[config.mk]
export PLATFORM = sky130hd
export DESIGN_NAME = exception_unit
export DESIGN_NICKNAME = d
export VERILOG_FILES = /design/src/rtl/exception_unit_pkg.sv /design/src/rtl/exc_cause_enc.sv /design/src/rtl/exception_unit.sv
export SDC_FILE = /design/constraint.sdc
export NUM_CORES = 1
export LEC_CHECK = 0
export ABC_AREA = 1
export CORE_UTILIZATION = 58
export DETAILED_ROUTE_END_ITERATION = 7
export DONT_BUFFER_PORTS = 1
export GPL_TIMING_DRIVEN = 0
export PLACE_DENSITY = 0.76
export SLEW_MARGIN = 10
export SYNTH_ARGS = -nofsm -noshare
export SYNTH_HDL_FRONTEND = slang
export SYNTH_HIERARCHICAL = 1
export SYNTH_SLANG_ARGS = --single-unit
export TNS_END_PERCENT = 5
[constraint.sdc]
create_clock -name clk -period 3 [get_ports clk]
set_clock_uncertainty 0.15 [all_clocks]
set_input_delay 0.45 -clock clk [delete_from_list [all_inputs] [get_ports clk]]
set_output_delay 0.45 -clock clk [all_outputs]
set_load 0.05 [all_outputs]
[src/rtl/exception_unit_pkg.sv]
// Shared definitions for the exception unit: FSM states, cause codes,
// read-mux selects and ALU status bit positions.
package exception_unit_pkg;

  typedef enum logic [1:0] {
    ST_IDLE    = 2'd0,
    ST_FLUSH   = 2'd1,
    ST_HANDLER = 2'd2,
    ST_RETURN  = 2'd3
  } exc_state_t;

  localparam logic [3:0] CAUSE_NONE     = 4'h0;
  localparam logic [3:0] CAUSE_DIV_ZERO = 4'h1;
  localparam logic [3:0] CAUSE_OVERFLOW = 4'h2;
  localparam logic [3:0] CAUSE_BAD_ADDR = 4'h3;

  localparam logic [1:0] SEL_CAUSE  = 2'd0;
  localparam logic [1:0] SEL_EPC    = 2'd1;
  localparam logic [1:0] SEL_STICKY = 2'd2;
  localparam logic [1:0] SEL_COUNT  = 2'd3;

  // Status byte layout: {zero, overflow, carry, negative, invalid_address, div_zero, 2'b00}
  localparam int BIT_ZERO     = 7;
  localparam int BIT_OVERFLOW = 6;
  localparam int BIT_BAD_ADDR = 3;
  localparam int BIT_DIV_ZERO = 2;

endpackage

[src/rtl/exc_cause_enc.sv]
// Trap detection and cause priority encoder: div_zero > overflow > invalid_address.
// Overflow and address faults only count when the instruction class asks for them.
module exc_cause_enc
  import exception_unit_pkg::*;
(
  input  logic       valid,
  input  logic       div_zero,
  input  logic       overflow,
  input  logic       bad_addr,
  input  logic       check_ovf,
  input  logic       check_addr,
  output logic       trap,
  output logic [3:0] cause
);

  logic ovf_trap;
  logic addr_trap;

  assign ovf_trap  = overflow & check_ovf;
  assign addr_trap = bad_addr & check_addr;

  // Highest-priority qualified fault selects the cause code
  always_comb begin
    trap  = 1'b0;
    cause = CAUSE_NONE;
    if (valid) begin
      if (div_zero) begin
        trap  = 1'b1;
        cause = CAUSE_DIV_ZERO;
      end else if (ovf_trap) begin
        trap  = 1'b1;
        cause = CAUSE_OVERFLOW;
      end else if (addr_trap) begin
        trap  = 1'b1;
        cause = CAUSE_BAD_ADDR;
      end
    end
  end

endmodule

[src/rtl/exception_unit.sv]
// Exception unit: traps on qualified ALU faults, redirects to the handler,
// and returns to EPC+4 on eret. Keeps sticky status flags and a saturating
// trap counter readable through a small read mux.
module exception_unit
  import exception_unit_pkg::*;
#(
  parameter logic [31:0] HANDLER_ADDR = 32'h8000_0180,
  parameter int          CNT_W        = 16
) (
  input  logic        clk,
  input  logic        reset,
  input  logic        EXC_valid,
  input  logic [7:0]  EXC_status,
  input  logic [31:0] EXC_pc,
  input  logic        EXC_check_ovf,
  input  logic        EXC_check_addr,
  input  logic        EXC_eret,
  input  logic [1:0]  EXC_read_sel,
  output logic        EXC_flush,
  output logic        EXC_redirect,
  output logic [31:0] EXC_target,
  output logic        EXC_busy,
  output logic [31:0] EXC_read_data
);

  exc_state_t       state_reg;
  logic [3:0]       cause_reg;
  logic [31:0]      epc_reg;
  logic [5:0]       sticky_reg;
  logic [CNT_W-1:0] count_reg;
  logic             flush_reg;
  logic             redirect_reg;
  logic [31:0]      target_reg;

  logic             trap;
  logic [3:0]       enc_cause;
  logic [31:0]      count_ext;
  logic             unused_status_lsbs;

  // Two low status bits are reserved zeros and carry no information
  assign unused_status_lsbs = ^EXC_status[1:0];

  exc_cause_enc u_cause_enc (
    .valid      (EXC_valid),
    .div_zero   (EXC_status[BIT_DIV_ZERO]),
    .overflow   (EXC_status[BIT_OVERFLOW]),
    .bad_addr   (EXC_status[BIT_BAD_ADDR]),
    .check_ovf  (EXC_check_ovf),
    .check_addr (EXC_check_addr),
    .trap       (trap),
    .cause      (enc_cause)
  );

  // Control FSM; flush/redirect/target are registered so they line up with FLUSH and RETURN
  always_ff @(posedge clk or posedge reset) begin
    if (reset) begin
      state_reg    <= ST_IDLE;
      cause_reg    <= CAUSE_NONE;
      epc_reg      <= '0;
      count_reg    <= '0;
      flush_reg    <= 1'b0;
      redirect_reg <= 1'b0;
      target_reg   <= '0;
    end else begin
      flush_reg    <= 1'b0;
      redirect_reg <= 1'b0;
      target_reg   <= '0;
      case (state_reg)
        ST_IDLE: begin
          if (trap) begin
            state_reg    <= ST_FLUSH;
            cause_reg    <= enc_cause;
            epc_reg      <= EXC_pc;
            flush_reg    <= 1'b1;
            redirect_reg <= 1'b1;
            target_reg   <= HANDLER_ADDR;
            if (count_reg != {CNT_W{1'b1}}) begin
              count_reg <= count_reg + 1'b1;
            end
          end
        end
        ST_FLUSH: begin
          state_reg <= ST_HANDLER;
        end
        ST_HANDLER: begin
          // No nesting: a trap here is dropped, eret alone decides
          if (EXC_eret) begin
            state_reg    <= ST_RETURN;
            flush_reg    <= 1'b1;
            redirect_reg <= 1'b1;
            target_reg   <= epc_reg + 32'd4;
          end
        end
        ST_RETURN: begin
          state_reg <= ST_IDLE;
          cause_reg <= CAUSE_NONE;
        end
        default: begin
          state_reg <= ST_IDLE;
        end
      endcase
    end
  end

  // Sticky flags accumulate every valid status byte regardless of FSM state
  always_ff @(posedge clk or posedge reset) begin
    if (reset) begin
      sticky_reg <= '0;
    end else if (EXC_valid) begin
      sticky_reg <= sticky_reg | EXC_status[BIT_ZERO:BIT_DIV_ZERO];
    end
  end

  // Zero-extend the counter to the 32-bit read bus
  always_comb begin
    count_ext              = '0;
    count_ext[CNT_W-1:0]   = count_reg;
  end

  // Combinational read mux
  always_comb begin
    EXC_read_data = '0;
    case (EXC_read_sel)
      SEL_CAUSE:  EXC_read_data = {28'd0, cause_reg};
      SEL_EPC:    EXC_read_data = epc_reg;
      SEL_STICKY: EXC_read_data = {26'd0, sticky_reg};
      SEL_COUNT:  EXC_read_data = count_ext;
      default:    EXC_read_data = '0;
    endcase
  end

  assign EXC_flush    = flush_reg;
  assign EXC_redirect = redirect_reg;
  assign EXC_target   = target_reg;
  assign EXC_busy     = (state_reg != ST_IDLE);

endmodule

# Word level (Yosys, flattened, before mapping)
# Index checks and enable logic that the tools add are counted.
op_classes:
  add_sub_neg: 2
  n_eq_ne: 9
  n_mux: 20
  bitwise_logic: 3
  n_reduce_logical: 8
ops:
  columns: ["cell", "count"]
  rows:
  - ["case mux 32 bit (4 select lines)", 1]
  - ["two-way mux 32 bit", 2]
  - ["case mux 32 bit (2 select lines)", 1]
  - ["adder 32 x 3 -> 32 bit, second input constant", 1]
  - ["adder 16 x 1 -> 16 bit, second input constant", 1]
  - ["two-way mux 4 bit", 4]
  - ["inequality test 16 bit, second input constant", 1]
  - ["equality test 2 bit, second input constant", 4]
  - ["case mux 2 bit (4 select lines)", 1]
  - ["case mux 4 bit (2 select lines)", 1]
  - ["two-way mux 1 bit", 6]
  - ["two-way mux 2 bit", 3]
  - ["OR 6 bit", 1]
  - ["AND reduction 2 bit", 3]
  - ["equality test 2 x 1 -> 1 bit, second input constant", 2]
  - ["logical NOT 2 bit", 2]
  - ["inequality test 2 bit, second input constant", 2]
  - ["nonzero test 2 bit", 2]
  - ["AND reduction 3 bit", 1]
  - ["bitwise AND 1 bit", 2]
  - ["case mux 1 bit (2 select lines)", 1]
totals:
  ff_bits: 93
  input_bits: 48
  out_inout_bits: 67
  elab_cells: 49

# Depth between registers and ports, before layout
# Gate-level depths: netlist of run 1.
depth:
  word_depth: 7
  ltp_mapped: 11
  depth_no_buf: 10

# By module
# Netlist of run 1, hierarchy kept.
modules_own_cells:
  columns: ["mod", "instances", "cells_per_inst", "area_each_um2", "seq_area_each_um2"]
  rows:
  - ["exception_unit", 1, 642, 4800.9, 2327.2]
  - ["exc_cause_enc", 1, 13, 67.6, 0.0]

# Worst setup path after synthesis of run 1
# No wires, ideal clock.
synth_path:
  kind: "input to output"
  start: "in EXC_read_sel[0]"
  end: "out EXC_read_data[6]"
  arrival_time_ns: 1.999
  required_ns: 2.400
  setup_slack_ns: 0.401
  path_stages: 4
  cell_sequence: "inv_1 > nor2_2 > clkinv_1 > o21ai_0"
synth_between:
  elab_chain_cells: 2
  word_cells_on_any_way: 5
synth_lines:
  columns: ["element", "line_no", "text"]
  rows:
  - ["start, declared", "exception_unit.sv:18", "input logic [1:0] EXC_read_sel,"]
  - ["equality test 2 bit (tied with other cells)", "exception_unit.sv:123", "case (EXC_read_sel)"]
  - ["case mux 32 bit (4 select lines) (*)", "exception_unit.sv:123", null]
  - ["end, declared", "exception_unit.sv:23", "output logic [31:0] EXC_read_data"]
# Every way passes the cells marked *; elsewhere a longest branch is shown, timed or not.

# Worst setup path in the final report of run 1
layout_path:
  start: "in EXC_read_sel[0]"
  end: "out EXC_read_data[9]"
# The elaborated chain is that of the path after synthesis.

==> results of run 1 <==
-- layout make-up --
| cell class | instances | share of cell area |
|---|---|---|
| Clock buffer | 10 | 0.0243 |
| Multi-Input combinational cell | 463 | 0.408 |
| Timing Repair Buffer | 3 | 0.00953 |
| Clock inverter | 5 | 0.0119 |
| Buffer | 17 | 0.0181 |
| Sequential cell | 93 | 0.443 |
| Tap cell | 105 | 0.0250 |
| Inverter | 83 | 0.0605 |
-- synth_stat cells (3+ instances only) --
master,count
a21oi_1,10
and2_1,4
buf_2,4
buf_4,3
clkbuf_1,7
dfrtp_1,93
ha_1,5
inv_1,80
nand2_1,221
nand3_1,24
nand4_1,4
nor2_1,92
nor2_2,7
nor3_1,7
o2111ai_1,4
o21ai_0,47
o22ai_1,10
xor2_1,9
-- layout by cell type (no fill, tap or decap), types with 2 or more instances in the layout --
| cell | count |
|---|---|
| clkbuf_8 | 9 |
| buf_2 | 4 |
| nor2_1 | 92 |
| and2_1 | 4 |
| ha_1 | 5 |
| buf_4 | 3 |
| clkinvlp_4 | 3 |
| o221ai_1 | 2 |
| inv_1 | 79 |
| buf_6 | 2 |
| nor3_1 | 7 |
| xnor2_1 | 2 |
| xor2_1 | 9 |
| nand2_1 | 221 |
| buf_12 | 2 |
| clkbuf_1 | 8 |
| a21o_1 | 2 |
| o21ai_0 | 46 |
| nor2_2 | 7 |
| o2111ai_1 | 4 |
| conb_1 | 2 |
| a21oi_1 | 10 |
| nand3_1 | 24 |
| nor2_4 | 2 |
| nand4_1 | 4 |
| o22ai_1 | 9 |
| dfrtp_1 | 93 |
| clkinv_4 | 2 |
-- power by group through the flow --
| stage | registers [mW] | logic [mW] | clock network, mW |
|---|---|---|---|
| after floorplan | 2.26 | 1.21 | 0 |
| after global placement | 2.35 | 1.45 | 0 |
| after detailed placement | 2.36 | 1.50 | 0 |
| after CTS | 2.34 | 1.51 | 0.839 |
| after global routing | 2.40 | 1.69 | 0.896 |
| final | 2.35 | 1.52 | 0.833 |
-- what timing repair did --
item                                    4_1_cts  5_1_grt
endpoints found under the hold margin        21        0
endpoints found under the setup margin        0        4
resized for setup                             0        1
hold buffers                                  1        0
-- cell families (layout without fill, tap and decap cells) --
kind of cell,after synthesis,count (layout)
AO/OA/AOI/OAI,78,78
adder cells (fa/ha/maj),5,5
XOR/XNOR,11,11
flip-flops,93,93
AND/OR/NAND/NOR,367,367
buffers and inverters,100,118
other,1,2
-- per-layer routing --
metal	track usage	part of all wire	up-vias	wire [um]
met4	0.0936	0.012	0	153
met3	0.0626	0.077	14	952
met2	0.434	0.44	166	5450
li1	-	-	2059	-
met5	0	0	-	0
met1	0.428	0.47	2027	5760
-- final timing paths --
kind | from | end | slack [ps]
setup / recovery | EXC_read_sel[0] | EXC_read_data[9] | 40
hold / removal | EXC_status[6] | sticky_reg[4] | 30
setup reg to reg | state_reg[0] | epc_reg[10] | 810
hold reg to reg | sticky_reg[4] | sticky_reg[4] | 320
max in group asynchronous | reset | epc_reg[25] | 1660
min in group asynchronous | reset | count_reg[10] | 470
-- through the flow --
stage	instances	setup WS (ps)
detailed placement	763	54.0
global placement	761	60.9
global route	779	-80.4
finish	779	42.1
floorplan	656	401
CTS	779	8.39
==> summary.txt, run 1 <==
DIE HEIGHT - 93.6 um
Setup bufs post-CTS - 0
Synth top area share - 0.478
Cell variety after synth - 37
Slowest CP cell - o22ai_1
WS Path Type - primary input to output port
Synthesized cell area - 4870 sq um
Drt pass-1 iters - 5
Post-Route Utilization - 0.643
Finish-stage setup viols - 0
Post-synthesis mux area share - 0
Crit Path Max Fanout - 10
CTS clock-pin slew for the worst setup and hold paths - 100 ps
Worst Hold Path Cells - 2
Reg2Reg Depth - 8
Outcome - finished clean
Max clock buf depth - 2
WHS - 33.0 ps
All-layer global routing usage - 0.293
Post-synthesis cell count - 655
Layout cell share with drive strength beyond 1 - 0.0653
Row count - 33
Worst slew margin - 0.234
Top cell type by total area after synthesis - dfrtp_1
Leak pwr - 2.55 nW
FILL cells - 727
Initial Util - 0.596
I/O Buffers - 0
Least-Margin Pin Slew - 1150 ps
Pwr Total - 4.71 mW
Drt wl/cell - 15.8 um
Crit-path max cell delay - 960 ps
Starting DRT DRC Count - 253
# DRC - 0
P per Cell Area - 896 nW/um^2
Post-synth EDFFs - 0
F_max - 0.338 GHz
Combinational family with the most area after synthesis - simple AND/OR/NAND/NOR gates
Clock root buffer - clkbuf_8
Main synth FF type - dfrtp_1
Fin nets - 723
Comb power frac - 0.323
Top-level port count - 115
P_sw - 2.31 mW
Antenna diode count - 0
Post-synthesis register bit count - 93
Post-Synth XOR/XNOR Area - 0.0198
Worst Path Required - 2400 ps
Core area - 8180 sq um
Max Cap Viol - 0
Placed Area - 5050 sq um
Delay-heaviest family, CP - compound AO/OA/AOI/OAI gates
Buf+Inv Stages, Crit Path - 3
Int Power - 2.40 mW
Register area - 2330 sq um
Min Tclk post-route - 2960 ps
RSZ-0062 raised after global routing - true
GRT overflow - 0
Fin. max-slew vios - 0
Htree depth - 3
Synth Area in Adders - 0.0129
Clock network power share - 0.177
Post-DP HPWL - 9.25 mm
CTS tree - yes
Post-DR vias/cell - 5.48
Drt total wl - 12.3 mm
Crit path depth - 5
Later-pin clock latency in the skew report - 360 ps
Crit end category - output port
Area of the multi-input gates - 2140 sq um
Die area - 8760 sq um
Clock sink count - 93
Final TNS setup - 0 ps
Largest net degree at the start of global routing - 37
Min-delay worst type - primary input to flop
Final non-filler cell area - 5250 sq um
Compound-cell area share of the yosys netlist - 0.0902
Sequential area share after synthesis - 0.478
Sequential power share - 0.500
Die X - 93.6 um
Post-Synth Simple-Gate Area - 0.314
Async SR Flop Fraction - 1.00
Number of global-route vias before repair - 3,980
Peak VDD IR - 0.637 mV
Routability cong. - 0.889
Critical Path Start Type - primary input
Antenna violations before repair - 0
First-pass GRT wire length - 19.5 mm
Tcrit/Tclk final - 0.986
Vias - 4,266
Syn_area_per_cell - 7.43 sq um
Syn. warnings - 6
Routed Antenna Nets - 0
Final Hold Fails - 0
Crit-path cells - inv_1, nor2_2, clkinv_1, clkbuf_1, o22ai_1
Num CTS Buffers - 9
Arr. time, crit path - 2360 ps
Area delta synth->final - 7.92%
Top cells by area, synth - dfrtp_1 (48%), nand2_1 (17%), nor2_1 (7.1%)
Sw Ratio - 0.491
No activity file was read; power rests on OpenSTA's default activity.
==> run 2, diff against run 1 <==
==> constraint.sdc (replaced) <==
create_clock -name clk -period 2.5 [get_ports clk]
set_clock_uncertainty 0.15 [all_clocks]
set_input_delay 0.375 -clock clk [delete_from_list [all_inputs] [get_ports clk]]
set_output_delay 0.375 -clock clk [all_outputs]
set_load 0.05 [all_outputs]
==> summary.txt, run 2 (synthesis results as in run 1) <==
M1 WL - 5.98 mm (was 5.76 mm)
FILL cells - 673 (was 727)
Failing checks - setup timing
Drt pass-1 iters - 4 (was 5)
Post-DR vias/cell - 5.42 (was 5.48)
Top-level port count - 115 (unchanged)
Crit end category - output port (unchanged)
Min-delay worst type - primary input to flop (unchanged)
F_max - 0.382 GHz
Worst Path Required - 1980 ps (was 2400 ps)
Peak VDD IR - 0.767 mV (was 0.637 mV)
GRT overflow - 0 (unchanged)
Critical Path Start Type - primary input (unchanged)
WS Path Type - primary input to output port (unchanged)
Final WS setup - -117 ps (was 42.1 ps)
Clock sink count - 93 (unchanged)
Antenna diode count - 0 (unchanged)
Fin nets - 761 (was 723)
I/O Buffers - 0 (unchanged)
Vias - 4,431 (was 4,266)
Least-Margin Pin Slew - 1200 ps (was 1150 ps)
CTS clock-pin slew for the worst setup and hold paths - 90 ps (was 100 ps)
Later-pin clock latency in the skew report - 360 ps (about the same)
CTS tree - yes (unchanged)
Arr. time, crit path - 2090 ps (was 2360 ps)
P per Cell Area - 1010 nW/um^2 (was 896 nW/um^2)
Crit Path Max Fanout - 10 (unchanged)
Die X - 93.6 um (unchanged)
Sw Ratio - 0.490 (was 0.491)
Leak pwr - 2.70 nW (was 2.55 nW)
Most frequent cells in the layout - nand2_1 (221), dfrtp_1 (93), nor2_1 (85), inv_1 (79), o21ai_0 (46) (was nand2_1 (221), dfrtp_1 (93), nor2_1 (92), inv_1 (79), o21ai_0 (46))
# DRC - 0 (unchanged)
Max layer used - met4 (unchanged)
Int Power - 2.92 mW (was 2.40 mW)
Crit-path max cell delay - 780 ps (was 960 ps)
Max clock buf depth - 2 (unchanged)
Clock root buffer - clkbuf_8 (unchanged)
Largest net degree at the start of global routing - 37 (unchanged)
Register area - 2330 sq um (unchanged)
Sequential power share - 0.493 (was 0.500)
DIE HEIGHT - 93.6 um (unchanged)
Delay-heaviest family, CP - simple AND/OR/NAND/NOR gates (was compound AO/OA/AOI/OAI gates)
Final TNS setup - -1190 ps (was 0 ps)
P_sw - 2.81 mW (was 2.31 mW)
Comb power frac - 0.333 (was 0.323)
Pwr Total - 5.73 mW (was 4.71 mW)
Outcome - finished, violations left (was finished clean)
Fin. max-slew vios - 0 (unchanged)
Starting DRT DRC Count - 258 (was 253)
Drt total wl - 12.9 mm (was 12.3 mm)
Met2 Wirelength - 5.82 mm (was 5.45 mm)
Post-DP HPWL - 9.25 mm (unchanged)
RSZ-0062 raised after global routing - true (unchanged)
Number of global-route vias before repair - 4,184 (was 3,980)
All-layer global routing usage - 0.307 (was 0.293)
Antenna violations before repair - 0 (unchanged)
Crit-path cells - inv_1, nor2_2, clkinv_1, clkbuf_1, nor2_1 (was inv_1, nor2_2, clkinv_1, clkbuf_1, o22ai_1)
Worst slew margin - 0.217 (was 0.234)
Min-delay src - EXC_pc[1] (was EXC_status[6])
Area delta synth->final - 16.5% (was 7.92%)
First-pass GRT wire length - 20.4 mm (was 19.5 mm)
Setup bufs post-CTS - 0 (unchanged)
Min Tclk post-route - 2620 ps
Row count - 33 (unchanged)
Commonest non-fill, non-tap cell in the layout - nand2_1 (unchanged)
Htree depth - 3 (unchanged)
Num CTS Buffers - 9 (unchanged)
FF-to-FF Start - state_reg[0] (unchanged)
Initial Util - 0.596 (unchanged)
Max Cap Viol - 0 (unchanged)
Slowest CP cell - nor2_1 (was o22ai_1)
Area of the multi-input gates - 2180 sq um (was 2140 sq um)
Routability cong. - 0.889 (unchanged)
Buf+Inv Stages, Crit Path - 3 (unchanged)
Tcrit/Tclk final - 1.05
Clock network power share - 0.174 (was 0.177)
Final Hold Fails - 0 (unchanged)
Critical path origin - EXC_read_sel[0] (unchanged)
Finish-stage setup viols - 19 (was 0)
Core area - 8180 sq um (unchanged)
WL met3 - 859 um (was 952 um)
Layout cell share with drive strength beyond 1 - 0.0758 (was 0.0653)
Routed Antenna Nets - 0 (unchanged)
Die area - 8760 sq um (unchanged)
Drt wl/cell - 15.7 um (was 15.8 um)
[run 2: layer usage]
layer | track usage | up-vias
met5 | 0 | -
met1 | 0.438 | 2121
met2 | 0.469 | 159
met3 | 0.0585 | 20
li1 | - | 2131
met4 | 0.104 | 0
[run 2: what timing repair did]
action	in CTS	in global routing
gates resized for setup	1	10
endpoints found under the setup margin	20	21
endpoints found under the hold margin	52	1
hold buffers	38	1
[run 2: cell type report]
class                      count  share of cell area
tap                          105              0.0232
inverter                      83              0.0560
clock buffer                  10              0.0225
timing repair buffer          41              0.0759
clock inverter                 5              0.0110
multi-input combinational    463               0.384
sequential                    93               0.410
buffer                        17              0.0168
[run 2: final timing paths]
check	endpoint	slack [ps]	cells past startpoint
max in group asynchronous	epc_reg[25]	1230	3
min in group asynchronous	count_reg[10]	400	2
setup reg to reg	epc_reg[10]	300	8
hold reg to reg	sticky_reg[1]	320	2
setup / recovery	EXC_read_data[25]	-120	5
hold / removal	epc_reg[1]	0.3	2
[run 2: power by group through the flow]
stage | registers, mW | clock network, mW | logic, mW
floorplan | 2.71 | 0 | 1.46
global placement | 2.82 | 0 | 1.75
detailed placement | 2.83 | 0 | 1.80
CTS | 2.81 | 1.01 | 1.86
global route | 2.88 | 1.07 | 2.12
finish | 2.83 | 0.997 | 1.91
[run 2: metrics by stage]
stage	setup WS, ps	cells	instance area (sq um)	util	hold slack [ps]
after global routing	-242	817	5670	0.694	30.6
after CTS	-317	816	5620	0.687	2.19
after detailed placement	-296	763	5050	0.617	181
after global placement	-289	761	5010	0.612	286
final	-117	817	5670	0.694	0.298
after floorplan	51.3	656	4880	-	271
==> run 3, diff against run 2 <==
--- a/config.mk
+++ b/config.mk
@@ -10,7 +10,7 @@
 export DETAILED_ROUTE_END_ITERATION = 7
 export DONT_BUFFER_PORTS = 1
 export GPL_TIMING_DRIVEN = 0
-export PLACE_DENSITY = 0.76
+export PLACE_DENSITY = 0.81
 export SLEW_MARGIN = 10
 export SYNTH_ARGS = -nofsm -noshare
 export SYNTH_HDL_FRONTEND = slang
==> summary.txt, run 3 (synthesis results as in run 1) <==
Outcome - finished, violations left (unchanged)
Failing checks - setup timing (unchanged)
Min-delay src - EXC_pc[14] (was EXC_pc[1])
Vias - 4,505 (was 4,431)
Commonest non-fill, non-tap cell in the layout - nand2_1 (unchanged)
Crit Path Max Fanout - 10 (unchanged)
FILL cells - 671 (was 673)
Int Power - 2.87 mW (was 2.92 mW)
Non-filler cells, final - 811 (was 817)
DP Cell Count - 763 (unchanged)
Fin nets - 754 (was 761)
Clock network power share - 0.176 (was 0.174)
Arr. time, crit path - 2260 ps (was 2090 ps)
All-layer global routing usage - 0.312 (was 0.307)
Antenna diode count - 0 (unchanged)
Post-DP HPWL - 9.33 mm (was 9.25 mm)
CTS tree - yes (unchanged)
Die area - 8760 sq um (unchanged)
Max Cap Viol - 0 (unchanged)
Later-pin clock latency in the skew report - 370 ps (was 360 ps)
Num CTS Buffers - 9 (unchanged)
First-pass GRT wire length - 20.9 mm (was 20.4 mm)
F_max - 0.359 GHz (was 0.382 GHz)
Area delta synth->final - 14.9% (was 16.5%)
I/O Buffers - 0 (unchanged)
Hold worst-path end - epc_reg[14] (was epc_reg[1])
Post-DR vias/cell - 5.55 (was 5.42)
# DRC - 0 (unchanged)
CTS clock-pin slew for the worst setup and hold paths - 90 ps (about the same)
Critical Path Start Type - primary input (unchanged)
Min-delay worst type - primary input to flop (unchanged)
Antenna violations before repair - 0 (unchanged)
Placed Area - 5050 sq um (unchanged)
Initial Util - 0.596 (unchanged)
Leak pwr - 2.68 nW (was 2.70 nW)
Worst slew margin - 0.232 (was 0.217)
Crit-path max cell delay - 950 ps (was 780 ps)
P per Cell Area - 1030 nW/um^2 (was 1010 nW/um^2)
Drt pass-1 iters - 5 (was 4)
Worst Path Required - 1980 ps (about the same)
Largest net degree at the start of global routing - 40 (was 37)
Slowest CP cell - o22ai_1 (was nor2_1)
Clock sink count - 93 (unchanged)
Number of global-route vias before repair - 4,429 (was 4,184)
RSZ-0062 raised after global routing - true (unchanged)
Fin. max-slew vios - 0 (unchanged)
P_sw - 2.88 mW (was 2.81 mW)
Htree depth - 3 (unchanged)
R2R setup slack - 220 ps (was 300 ps)
Sw Ratio - 0.501 (was 0.490)
Clock root buffer - clkbuf_8 (unchanged)
Final TNS setup - -1940 ps (was -1190 ps)
Worst Hold Path Cells - 2 (unchanged)
Pwr Total - 5.75 mW (was 5.73 mW)
Die X - 93.6 um (unchanged)
Starting DRT DRC Count - 359 (was 258)
Final WS setup - -284 ps (was -117 ps)
Delay-heaviest family, CP - compound AO/OA/AOI/OAI gates (was simple AND/OR/NAND/NOR gates)
DIE HEIGHT - 93.6 um (unchanged)
Least-Margin Pin Slew - 1150 ps (was 1200 ps)
Peak VDD IR - 0.772 mV (was 0.767 mV)
FF-to-FF Start - state_reg[0] (unchanged)
Row count - 33 (unchanged)
Comb power frac - 0.333 (about the same)
Final Hold Fails - 0 (unchanged)
Buf+Inv Stages, Crit Path - 3 (unchanged)
Min Tclk post-route - 2780 ps (was 2620 ps)
Sequential power share - 0.491 (was 0.493)
Setup bufs post-CTS - 0 (unchanged)
Most frequent cells in the layout - nand2_1 (221), dfrtp_1 (93), nor2_1 (82), inv_1 (79), o21ai_0 (46) (was nand2_1 (221), dfrtp_1 (93), nor2_1 (85), inv_1 (79), o21ai_0 (46))
Layout cell share with drive strength beyond 1 - 0.0779 (was 0.0758)
Max clock buf depth - 2 (unchanged)
Crit end category - output port (unchanged)
GRT overflow - 0 (unchanged)
Core area - 8180 sq um (unchanged)
Drt wl/cell - 16.0 um (was 15.7 um)
Tcrit/Tclk final - 1.11 (was 1.05)
Final non-filler cell area - 5600 sq um (was 5670 sq um)
Finish-stage setup viols - 20 (was 19)
Reg-to-reg endpoint - epc_reg[2] (was epc_reg[10])
Top-level port count - 115 (unchanged)
WS Path Type - primary input to output port (unchanged)
Drt total wl - 13.0 mm (was 12.9 mm)
Routability cong. - 0.886 (was 0.889)
Routed Antenna Nets - 0 (unchanged)
Reg2Reg Depth - 8 (unchanged)
Crit-path cells - inv_1, nor2_2, clkinv_1, clkbuf_1, o22ai_1 (was inv_1, nor2_2, clkinv_1, clkbuf_1, nor2_1)
## run 3: cell types whose count changed in the layout (fill, tap and decap cells not counted), moves of 3 or more
cell,before,now
o22ai_2,4,0
dlygate4sd3_1,39,32
nor2_2,14,17
o22ai_1,6,10
nor2_1,85,82
## run 3: timing repair
| action | CTS | global route |
|---|---|---|
| setup endpoints to repair | 20 | 20 |
| hold buffers | 31 | 1 |
| gates resized for setup | 10 | 0 |
| hold endpoints to repair | 44 | 1 |
## run 3: metrics by stage
| stage | util | setup WS (ps) | hold WS (ps) |
|---|---|---|---|
| floorplan | - | 51.3 | 271 |
| global placement | 0.612 | -194 | 282 |
| detailed placement | 0.617 | -245 | 173 |
| CTS | 0.683 | -244 | 0.0975 |
| global route | 0.684 | -357 | 8.91 |
| finish | 0.684 | -284 | 2.55 |
## run 3: power by group through the flow
stage / Sequential, mW / Clock [mW] / Combinational (mW)
after floorplan: 2.71 / 0 / 1.46
after global placement: 2.82 / 0 / 1.73
after detailed placement: 2.83 / 0 / 1.81
after CTS: 2.81 / 1.02 / 1.88
after global routing: 2.88 / 1.07 / 2.13
final: 2.82 / 1.01 / 1.91
## run 3: how the worst max path moves through the flow
stage | from | end | slack, ps | cells after the start
2_1_floorplan | EXC_read_sel[0] | EXC_read_data[6] | 50 | 4
3_3_place_gp | EXC_read_sel[0] | EXC_read_data[6] | -190 | 4
3_5_place_dp | EXC_read_sel[0] | EXC_read_data[9] | -250 | 5
4_1_cts | EXC_read_sel[0] | EXC_read_data[9] | -240 | 5
5_1_grt | EXC_read_sel[0] | EXC_read_data[10] | -360 | 5
6_report | EXC_read_sel[0] | EXC_read_data[10] | -280 | 5
## run 3: final cells by class
type / count / area, sq um / share of cell area
multi-input cells: 463 / 2160 / 0.386
inverters: 83 / 318 / 0.0568
clock buffers: 10 / 138 / 0.0246
repair buffers: 34 / 360 / 0.0644
plain buffers: 17 / 95.1 / 0.0170
well taps: 105 / 131 / 0.0235
clock inverters: 6 / 65.1 / 0.0116
flip-flops and latches: 93 / 2330 / 0.416
## run 3: metal layers
layer  up-vias  track usage  part of all wire
met2       230        0.515              0.48
li1       2132            -                 -
met5         -            0                 0
met3        43       0.0626             0.082
met1      2100        0.404              0.41
met4         0        0.126             0.033
